--- src/rtl/baccarat_hand_bank.sv ---
// Baccarat card-hand store: N hands of M slots, one card appended per deal press.
// Cards come from a free-running 1..13 cycler or an external card bus.
module baccarat_hand_bank #(
  parameter int NUM_HANDS      = 2,
  parameter int CARDS_PER_HAND = 3,
  parameter int USE_EXT_CARD   = 0,
  localparam int HW = (NUM_HANDS > 2) ? $clog2(NUM_HANDS) : 1,
  localparam int CW = $clog2(CARDS_PER_HAND + 1)
) (
  input  logic                                  fast_clock,
  input  logic                                  reset,
  input  logic                                  deal_req,
  input  logic [HW-1:0]                         deal_hand,
  input  logic [3:0]                            ext_card,
  input  logic                                  clear,
  output logic                                  deal_ack,
  output logic                                  deal_err,
  output logic [3:0]                            card_out,
  output logic [NUM_HANDS*CARDS_PER_HAND*4-1:0] cards_flat,
  output logic [NUM_HANDS*CW-1:0]               count_flat,
  output logic [NUM_HANDS*4-1:0]                score_flat
);

  logic          sync1, sync2, sync3;
  logic          rise;
  logic [3:0]    gen;
  logic [3:0]    card;
  logic [3:0]    slots  [NUM_HANDS][CARDS_PER_HAND];
  logic [CW-1:0] counts [NUM_HANDS];
  logic [3:0]    scores [NUM_HANDS];
  logic [CW-1:0] sel_count;
  logic [3:0]    sel_score;
  logic          hand_ok;
  logic          full;
  logic          rank_ok;
  logic          accept;
  logic          reject;
  logic [3:0]    value;
  logic [4:0]    sum5;
  logic [3:0]    new_score;

  assign rise = sync2 & ~sync3;
  assign card = (USE_EXT_CARD != 0) ? ext_card : gen;

  always_ff @(posedge fast_clock or posedge reset) begin
    if (reset) begin
      sync1 <= 1'b0;
      sync2 <= 1'b0;
      sync3 <= 1'b0;
      gen   <= 4'd1;
    end else begin
      sync1 <= deal_req;
      sync2 <= sync1;
      sync3 <= sync2;
      gen   <= (gen == 4'd13) ? 4'd1 : gen + 4'd1;
    end
  end

  // Out-of-range hand indices simply never match, leaving hand_ok low.
  always_comb begin
    sel_count = '0;
    sel_score = '0;
    hand_ok   = 1'b0;
    for (int h = 0; h < NUM_HANDS; h++) begin
      if (deal_hand == HW'(h)) begin
        sel_count = counts[h];
        sel_score = scores[h];
        hand_ok   = 1'b1;
      end
    end
  end

  always_comb begin
    full    = (sel_count == CW'(CARDS_PER_HAND));
    rank_ok = (USE_EXT_CARD == 0) || ((card != 4'd0) && (card <= 4'd13));
    accept  = rise & ~clear & hand_ok & ~full & rank_ok;
    reject  = rise & ~clear & ~accept;
    value   = (card <= 4'd9) ? card : 4'd0;
    sum5    = {1'b0, sel_score} + {1'b0, value};
    new_score = 4'((sum5 >= 5'd10) ? sum5 - 5'd10 : sum5);
  end

  always_ff @(posedge fast_clock or posedge reset) begin
    if (reset) begin
      deal_ack <= 1'b0;
      deal_err <= 1'b0;
      card_out <= 4'd0;
      for (int h = 0; h < NUM_HANDS; h++) begin
        counts[h] <= '0;
        scores[h] <= '0;
        for (int s = 0; s < CARDS_PER_HAND; s++) slots[h][s] <= 4'd0;
      end
    end else if (clear) begin
      deal_ack <= 1'b0;
      deal_err <= 1'b0;
      card_out <= 4'd0;
      for (int h = 0; h < NUM_HANDS; h++) begin
        counts[h] <= '0;
        scores[h] <= '0;
        for (int s = 0; s < CARDS_PER_HAND; s++) slots[h][s] <= 4'd0;
      end
    end else begin
      deal_ack <= accept;
      deal_err <= reject;
      if (accept) begin
        card_out <= card;
        for (int h = 0; h < NUM_HANDS; h++) begin
          if (deal_hand == HW'(h)) begin
            counts[h] <= counts[h] + CW'(1);
            scores[h] <= new_score;
            for (int s = 0; s < CARDS_PER_HAND; s++) begin
              if (sel_count == CW'(s)) slots[h][s] <= card;
            end
          end
        end
      end
    end
  end

  always_comb begin
    cards_flat = '0;
    count_flat = '0;
    score_flat = '0;
    for (int h = 0; h < NUM_HANDS; h++) begin
      count_flat[h*CW +: CW] = counts[h];
      score_flat[h*4 +: 4]   = scores[h];
      for (int s = 0; s < CARDS_PER_HAND; s++) begin
        cards_flat[(h*CARDS_PER_HAND+s)*4 +: 4] = slots[h][s];
      end
    end
  end

endmodule
--- config.mk ---
export PLATFORM = sky130hd
export DESIGN_NAME = baccarat_hand_bank
export DESIGN_NICKNAME = d
export VERILOG_FILES = /design/src/rtl/baccarat_hand_bank.sv
export SDC_FILE = /design/constraint.sdc
export NUM_CORES = 1
export LEC_CHECK = 0
export ABC_AREA = 0
export BUFFER_PORTS_ARGS = -buffer_cell sky130_fd_sc_hd__buf_2
export CORE_ASPECT_RATIO = 1.1
export CORE_MARGIN = 3
export CORE_UTILIZATION = 44
export DETAILED_ROUTE_END_ITERATION = 16
export HOLD_SLACK_MARGIN = 0.15
export PLACE_DENSITY = 0.67
export SLEW_MARGIN = 40
export SYNTH_ARGS = -nofsm -noshare
export SYNTH_HDL_FRONTEND = slang
export SYNTH_SLANG_ARGS = --single-unit
--- constraint.sdc ---
create_clock -name fast_clock -period 3.9 [get_ports fast_clock]
set_input_delay 0 -clock fast_clock [delete_from_list [all_inputs] [get_ports fast_clock]]
set_output_delay 0 -clock fast_clock [all_outputs]
set_load 0.1 [all_outputs]
==> summary.log <==
[timing] worst hold slack after final layout 0.326 ns
[floorplan] count of pins on the block boundary 51
[timing] post-route setup TNS 0 ns
[clock_network] postcts setup bufs 0
[clock_network] number of hold-repair buffers added at the cts stage 4
[synth] proportion of synthesized chip area in sequential cells 0.535
[floorplan] width of the die 74.9 um
[clock_network] CTS sink count 49
[clock_network] H-tree level count 2
[drt] metal3 WL 357 um
[critical_path] slowest cell delay on critical path 0.53 ns
[placement] instance area after placement 2560 um^2
[clock_network] root buffer cell clkbuf_8
[pwr] Sw Ratio 0.354
[timing] FMAX 0.335 GHz
[timing] setup repair after global routing missed its margin no
[critical_path] startpoint type of the worst setup path input port
[floorplan] effective utilization at floorplan 0.474
[synth] cell count after synthesis 191
[timing] min setup slack post-route 0.918 ns
[pwr] total power density per cell area 404 nW/um^2
[global_routing] wire length of the first global-routing pass 7.64 mm
[cells_and_area] layout net count 256
[floorplan] std cell rows 26
[floorplan] Core Footprint 4850 um^2
[cells_and_area] filler-free cell count of the finished design 296
[critical_path] CP max FO 12
[synth] number of flops mapped to enable cells by yosys 0
[clock_network] TritonCTS clock tree built
[synth] Yosys Warn Count 0
[synth] most frequent cell after synthesis dfrtp_1
[placement] dpl cells 286
[synth] count of distinct cell types in the synthesized netlist 34
[timing] worst setup skew after layout 0.00435 ns
[clock_network] CTS max path bufs 2
[critical_path] type of the worst setup path in2reg
[cells_and_area] antenna diode count 0
[placement] post-placement worst setup slack 1.03 ns
[global_routing] largest net degree at the start of global routing 50
[critical_path] required time of the critical path 4.10 ns
[placement] HPWL after detailed placement 3.30 mm
[clock_network] clock latency on the worst-skew pair 0.29 ns
[clock_network] Num CTS Buffers 5
[pwr] sequential fraction of design power 0.504
[drt] number of iterations in the first detailed-routing pass 6
[placement] PortBufs 46
[timing] post-layout minimum cycle time 2.98 ns
[pwr] Power Total 1.08 mW
[drt] vias after detailed routing 1606
[drt] post-detailed-route via-to-cell ratio 5.43
[placement] gp weighted congestion 0.781
[global_routing] GRT overflow 0
[synth] Post-Syn Area 2300 um^2
[timing] number of max-slew violations in the final report 0
[synth] most numerous cell types in the synthesized netlist 48 x dfrtp_1, 30 x mux2_2, 15 x nand2_1, 14 x nor2b_1, 11 x a21oi_1
[timing] Tcrit/Tclk final 0.765
[clock_network] CTS clock-pin slew for the worst setup and hold paths 0.08 ns
[pwr] Psw 382 uW
[floorplan] Die Span Y 81.8 um
[clock_network] post-CTS sizing 0
[critical_path] Worst EP arrival 3.18 ns
[synth] most frequently used flop master after synthesis dfrtp_1
[drt] highest metal layer with signal wires met4
[pwr] combinational fraction of design power 0.246
[pwr] static leakage power 1.37 nW
[worst_hold_path] kind of path behind the tightest hold check in2async
[drt] Remaining DRCs 0
[critical_path] highest-delay cell along the critical path dlygate4sd3_1
[drt] total wire length after detailed routing 4.64 mm
[cells_and_area] area growth from synthesis to layout 16.6%
[timing] actual transition at the worst max-transition pin 0.603 ns
[cells_and_area] fraction of layout instances using a drive strength above 1 0.367
[synth] Synth Net Count 206
[pwr] design internal power 698 uW
[cells_and_area] final core area utilization 0.552
[critical_path] ordered list of cells on the worst path dlygate4sd3_1 -> buf_2 -> mux2_2 -> ha_1 -> fa_1 -> xnor2_1 -> ha_1 -> inv_1 -> a221oi_1 -> nor3_1 -> o21a_1 -> o31ai_1
[critical_path] CP dominant cell by count ha_1
[synth] Synth top area share 0.523
[pwr] clock network fraction of total power 0.250
[synth] synthesized area per cell 12.0 um^2
[flow_run] number of maximum-capacitance violations 0
[global_routing] number of global-route vias before repair 1573
[global_routing] Overall Global Routing Usage 0.165
[status] outcome complete, no violations
[timing] Setup Viol. Count Final 0
[drt] Post-DRT Antenna Nets 0
[synth] post-synthesis register bit count 49
[cells_and_area] Non-Filler Cell Area, Final 2680 um^2
[critical_path] kind of capture point of the worst setup path flip-flop
[drt] Met1 Wirelength 2.03 mm
[critical_path] cell count of the worst reg-to-reg path 11
[pwr] worst vdd ir 0.000342 V
[drt] initial drt markers 83
[timing] number of hold-slack violations in the final timing report 0
[synth] Post-synth ARST share 1.00
[drt] routed wire length on met2 2.20 mm
[timing] tightest slew margin relative to the limit 0.598
[synth] cell types with the largest area share after synthesis dfrtp_1 52%, mux2_2 15%, nor2b_1 3.8%, ha_1 2.7%, nand2_1 2.5%
[global_routing] initial antenna violation count 0
[drt] post-DR wirelength/cell 15.7 um
[synth] post-synthesis cell type with the largest combined area dfrtp_1
[floorplan] Die Footprint 6120 um^2
## routing by layer
| metal | GRT usage | vias up |
|---|---|---|
| li1 | - | 764 |
| met1 | 0.224 | 780 |
| met2 | 0.250 | 56 |
| met3 | 0.0575 | 6 |
| met4 | 0.0445 | 0 |
| met5 | 0 | - |
## area by class of cell
class	instances	area [um^2]
fill	414	2170
sequential	49	1230
multi-input combinational	129	1010
timing repair buffer	50	270
tap	56	70.1
clock buffer	5	68.8
inverter	6	25.0
clock inverter	1	5.00
## power groups by stage
stage	registers [mW]	logic (mW)	clock network [mW]
after global placement	0.554	0.262	0
final	0.545	0.266	0.270
after detailed placement	0.555	0.264	0
after floorplan	0.716	0.0609	0
after global routing	0.548	0.277	0.300
after CTS	0.545	0.268	0.280
## path summary, 6_finish.rpt
check                               start        endpoint  slack, ns
worst max-delay path            deal_hand   score_flat[6]       0.92
worst min-delay path                reset        deal_err       0.33
worst max register to register    card[3]   score_flat[6]       0.97
worst min register to register      sync1           sync2       0.36
max in group asynchronous           reset  cards_flat[15]       3.16
min in group fast_clock             sync1           sync2       0.36
## flip-flops by register name, summed over array words and instances (netlist names), 4 cells and up
name and count:
card 4, card_out 4, cards_flat 24, count_flat 4, score_flat 8
## logic make-up (layout without fill, tap and decap cells)
kind of cell             after synthesis  count (layout)  synth area share
AO/OA/AOI/OAI                         31              31            0.0965
AND/OR/NAND/NOR                       54              54             0.124
buffers and inverters                 13              62            0.0251
flip-flops                            49              49             0.535
multiplexers                          37              37             0.180
adder cells (fa/ha/maj)                6               6            0.0360
XOR/XNOR                               1               1           0.00382
## cells in the final DEF (no fill, tap or decap)
master         count
o31ai_4            2
o21a_1             3
ha_1               5
dlygate4sd3_1      4
xnor2_1            1
nor2b_1           14
clkinv_2           1
mux2i_1            3
inv_1              5
mux2_1             4
a211oi_1           1
and2_1             1
o31ai_1            4
nand2b_1           1
nand2_1           15
a21oi_1           11
a21o_1             2
a31oi_1            1
a221oi_1           1
dfstp_2            1
clkbuf_8           5
nor3b_4            1
and4_1             1
dfrtp_1           48
fa_1               1
nor3_1             2
mux2_2            30
nor2_1             8
a21oi_2            1
o21ai_0            5
inv_4              1
nand3b_1           1
nand3_1            8
and3_1             1
buf_2             46
nor3b_1            1
## critical path: cells and delay by family
family,cells,cell delay [ns]
fa+ha+maj,3,0.90
buf+inv,3,0.84
compound gates,3,0.65
mux,1,0.37
xor+xnor,1,0.27
simple gates,1,0.14
(Power assumes the default switching activity.)
